`config.mk`:
```
export PLATFORM = sky130hd
export DESIGN_NAME = register_bank_reader
export DESIGN_NICKNAME = d
export VERILOG_FILES = /design/src/rtl/register_bank_reader.sv
export SDC_FILE = /design/constraint.sdc
export NUM_CORES = 1
export LEC_CHECK = 0
export ABC_AREA = 1
export CAP_MARGIN = 5
export CORE_MARGIN = 2
export CORE_UTILIZATION = 45
export CTS_CLUSTER_DIAMETER = 30
export DETAILED_ROUTE_END_ITERATION = 7
export PLACE_DENSITY = 0.8
export SETUP_SLACK_MARGIN = 0.3
export SKIP_LAST_GASP = 1
export SLEW_MARGIN = 30
export SYNTH_ARGS = -nofsm -noshare
export SYNTH_HDL_FRONTEND = slang
export SYNTH_SLANG_ARGS = --single-unit
```
`constraint.sdc`:
```
create_clock -name clk -period 1.7 [get_ports clk]
set_input_delay 0.34 -clock clk [delete_from_list [all_inputs] [get_ports clk]]
set_output_delay 0.34 -clock clk [all_outputs]
set_load 0.005 [all_outputs]
```
`src/rtl/register_bank_reader.sv`:
```
// Read-side sequencer: bursts count words from a synchronous register bank onto valid/ready.
// Optional macro READBACK_PARITY_EN adds a registered out_parity output (^out_data).
module register_bank_reader #(
    parameter int unsigned N      = 24,
    parameter int unsigned DEPTH  = 16,
    parameter int unsigned ADDR_W = 4,
    parameter int unsigned RD_LAT = 1
) (
    input  logic              clk,
    input  logic              reset,
    input  logic              start,
    input  logic [ADDR_W-1:0] base_addr,
    input  logic [ADDR_W:0]   count,
    output logic              rd_en,
    output logic [ADDR_W-1:0] rd_addr,
    input  logic [N-1:0]      rd_data,
    output logic [N-1:0]      out_data,
    output logic              out_valid,
    input  logic              out_ready,
    output logic              out_last,
    output logic              busy,
    output logic              done
`ifdef READBACK_PARITY_EN
    ,
    output logic              out_parity
`endif
);

    localparam int unsigned CntW = ADDR_W + 1;

    typedef enum logic [2:0] {StIdle, StIssue, StWait, StHold, StFin} state_e;

    state_e            stateQ, stateD;
    logic [ADDR_W-1:0] addrQ, addrD;
    logic [CntW-1:0]   remQ, remD;
    logic [2:0]        waitQ, waitD;
    logic [N-1:0]      dataQ, dataD;
    logic              parityQ, parityD;

    always_ff @(posedge clk or posedge reset) begin
        if (reset) begin
            stateQ  <= StIdle;
            addrQ   <= '0;
            remQ    <= '0;
            waitQ   <= '0;
            dataQ   <= '0;
            parityQ <= 1'b0;
        end else begin
            stateQ  <= stateD;
            addrQ   <= addrD;
            remQ    <= remD;
            waitQ   <= waitD;
            dataQ   <= dataD;
            parityQ <= parityD;
        end
    end

    always_comb begin
        stateD  = stateQ;
        addrD   = addrQ;
        remD    = remQ;
        waitD   = waitQ;
        dataD   = dataQ;
        parityD = parityQ;
        unique case (stateQ)
            StIdle: begin
                if (start) begin
                    if (count == '0) begin
                        stateD = StFin;
                    end else begin
                        addrD  = base_addr;
                        remD   = (count > CntW'(DEPTH)) ? CntW'(DEPTH) : count;
                        stateD = StIssue;
                    end
                end
            end
            StIssue: begin
                waitD  = 3'(RD_LAT - 1);
                stateD = StWait;
            end
            StWait: begin
                // Last wait cycle is the one in which the bank presents the word.
                if (waitQ == '0) begin
                    dataD   = rd_data;
                    parityD = ^rd_data;
                    stateD  = StHold;
                end else begin
                    waitD = waitQ - 3'd1;
                end
            end
            StHold: begin
                if (out_ready) begin
                    remD   = remQ - CntW'(1);
                    addrD  = addrQ + ADDR_W'(1);
                    stateD = (remQ == CntW'(1)) ? StFin : StIssue;
                end
            end
            StFin: begin
                stateD = StIdle;
            end
            default: begin
                stateD = StIdle;
            end
        endcase
    end

    always_comb begin
        rd_en     = (stateQ == StIssue);
        rd_addr   = (stateQ == StIssue) ? addrQ : '0;
        out_data  = dataQ;
        out_valid = (stateQ == StHold);
        out_last  = (stateQ == StHold) && (remQ == CntW'(1));
        busy      = (stateQ != StIdle);
        done      = (stateQ == StFin);
    end

`ifdef READBACK_PARITY_EN
    assign out_parity = parityQ;
`else
    logic unusedParity;
    assign unusedParity = parityQ;
`endif

endmodule
```
==> impl_results.md, run 1 <==
- Cells after synthesis: 253
- Cell taking the most area after synthesis: dfrtp_1
- Initial drt markers: 167
- # rows: 24
- Post-Route Utilization: 81.1%
- Antenna violations before repair: 0
- Initial core utilization: 45.8%
- Status: finished, violations left
- Placed Cells: 381
- Clock sink total: 39
- Antenna diodes: 0
- Root Buffer: clkbuf_8
- Post-synth EDFFs: 0
- Top routing layer in use: met4
- Distinct cell type count after synthesis: 22
- Seq cells post-synth: 39
- Final Net Count: roughly 410
- Final Hold Fails: 0
- Worst-case hold slack: 398 ps
- Vias per Instance: 5.27
- Synth top area cells: dfrtp_1 (50%), nand2_1 (18%), nand3_1 (12%), inv_1 (4.2%), ha_1 (3.2%)
- Synth-to-Final Area Change: 77.1%
- Post-Syn Nets: 295
- Worst flop-to-flop path startpoint: stateQ[1]$_DFFE_PP0P_
- Clock tree buffer depth: 2
- Clock slew at reported path FFs: 80 ps
- Port bufs: 69
- Clock power frac: 11.8%
- CP required: 1360 ps
- YS warnings: 0
- Met1 wire length: 2.48 mm
- Gpl congestion: 0.786
- Worst slew pin tran: 334 ps
- H-tree depth: 2
- Switching power: 2.93 mW
- Fin crit share: 101%
- Reg2reg path depth: 10
- Critical R2R Capture: stateQ[2]$_DFFE_PP0P_
- CTS Buf Count: 5
- Met2 routed WL: between 3 and 4 mm
- Sequential power share: about a quarter
- Clk_lat worst skew: about 300 ps
- Gate power share: 64.4%
- DRC Markers: 0
- Sequential area share after synthesis: approximately half
- LEAKAGE: between 1.5 and 2 nW
- Most common cell in the synthesized netlist: nand2_1
- DPL Wire Length: 3.29 mm
- Pint: between 3 and 4 mW
- Pin count of the biggest net entering global routing: 40
- Hold buffers post-CTS: 0
- Die H: 70.1 um
- CORE AREA: 4290 sq um
- Final wirelength: 6.33 mm
- Global-route wire length before repair: around 10 mm
- Async S/R FF share, synth: 100%
- Failing checks: negative setup slack
- CP arrival: 1380 ps
- DRT Pass-1 Iters: 4
- Cell Area, Synth: between 1500 and 2000 sq um
- Die area: 4920 sq um
- Top FF cell, synth: dfrtp_1
- Layout Skew: approximately 7 ps
- Die width: 70.1 um
- GR Overflow Total: 0
- Switching part of the total: 42.4%
- WS Path Type: reg -> out
- TritonCTS clock tree: done
- Crit path from: stateQ[2]$_DFFE_PP0P_
- Worst hold path class: in -> async
- CP Launch Type: flop
- Final WS setup: -21.2 ps
- RSZ-0062 raised after global routing: yes
- Commonest cells post-synth: nand2_1 (92), nand3_1 (46), dfrtp_1 (39)
- Vias in the first global route: 2260
- Flop-to-flop setup slack: 30 ps
- Final setup viols: 2
- Pre-CTS setup slack: 10.6 ps
- Crit. End Element: primary output
- Antenna Nets Post-Route: 0
- Fin. max-slew vios: 0
- TNS Setup: -26.0 ps
- GRT Total Usage: 26.9%
- Rel. slew slack: ~78%
- Via count: 2208
- Power per cell area: 1980 nW/um^2
- Share of layout cells above drive strength 1: 30.0%
- Crit Path Max Fanout: 3
- Mean Syn Cell Area: 7.78 sq um
- Top cell type's share of synthesized area: 49.6%
- Min Tclk post-route: 1720 ps
- Top Ports: 70
- Drt wl/cell: 15.1 um
- Non-Filler Instances: 419
- Worst IR Drop VDD: 1.39 mV
- Fmax: roughly 580 MHz
- Met3 routed WL: 452 um
- Max cap viols: 0
## flip-flops by register name, indices dropped and copies added, names as in the netlist
name / cells
addrQ: 4
stateQ: 3
out_data: 24
remQ: 5
waitQ: 3
## worst max-delay path by stage
stage / to / cells after the start / slack (ps)
floorplan: stateQ[1]$_DFFE_PP0P_ / 10 / 360
CTS: rd_addr[1] / 5 / 20
global placement: out_last / 4 / 30
detailed placement: busy / 4 / 10
global route: rd_addr[2] / 5 / -50
finish: rd_addr[0] / 5 / -20
## placed cells by master (no fill, tap or decap), types with 2 or more instances in the layout
cell type / instances
nand3_4: 2
dlygate4sd2_1: 24
dfrtp_1: 38
buf_12: 2
nand3_2: 7
nand4_1: 2
nand2_1: 80
nor3_4: 2
buf_4: 17
ha_1: 3
inv_1: 17
o21ai_0: 8
nor2_1: 7
nand2_2: 11
buf_8: 2
clkdlybuf4s50_1: 36
inv_2: 6
xnor2_1: 2
buf_2: 5
nand3_1: 38
ha_4: 2
nand2_4: 2
nand2_8: 6
buf_6: 22
nor2_4: 6
clkbuf_8: 6
## logic make-up after synthesis
logic type	Yosys count	synth area share [%]
XOR/XNOR	2	0.890
flip-flops	39	49.6
AND/OR/NAND/NOR	163	36.7
adder cells (fa/ha/maj)	5	3.18
AO/OA/AOI/OAI	11	2.92
buffers and inverters	33	6.74
## metal layers
layer  vias to the layer above  GRT usage (%)
li1                       1035              -
met1                      1036           33.6
met2                       115           43.9
met3                        22           6.20
met4                         0           13.5
met5                         -              0
## metrics by stage
stage                     power, mW  cell area, sq um
after floorplan                3.24              1970
after global placement         4.50              2810
after detailed placement       4.56              2810
after CTS                      6.29              3330
after global routing           7.37              3480
final                          6.89              3480
## worst max-delay path, cell delays in order (launching register included)
cell	delay, ps
dfrtp_2	450
nor3_4	220
inv_2	90
buf_6	130
nor2_1	70
buf_2	120
## timing repair
item | in CTS | in global routing
gates cloned | 4 | 0
setup endpoints to repair | 69 | 48
gates resized for setup | 122 | 28
buffers inserted | 21 | 5
pin swaps | 17 | 10
## cell type report
class                           instances  area, sq um
Multi-Input combinational cell        183         1130
Timing Repair Buffer                  111         1080
Sequential cell                        39          977
Fill cell                             274          810
Inverter                               25          104
Clock buffer                            6         82.6
Tap cell                               52         65.1
Clock inverter                          2         35.0
Timing Repair inverter                  1         7.51
## power by group through the flow
stage	Sequential (mW)	Combinational [mW]	Clock, mW
global placement	1.60	2.90	0
floorplan	1.68	1.56	0
detailed placement	1.62	2.95	0
finish	1.64	4.44	0.817
global route	1.70	4.81	0.869
CTS	1.62	3.85	0.823
(Power assumes the default switching activity.)
==> inputs of run 2 (changes only) <==
GPL_ROUTABILITY_DRIVEN = 0   (was not set)
==> results of run 2 <==
No change in the layout: final DEF, timing and power equal those of run 1.
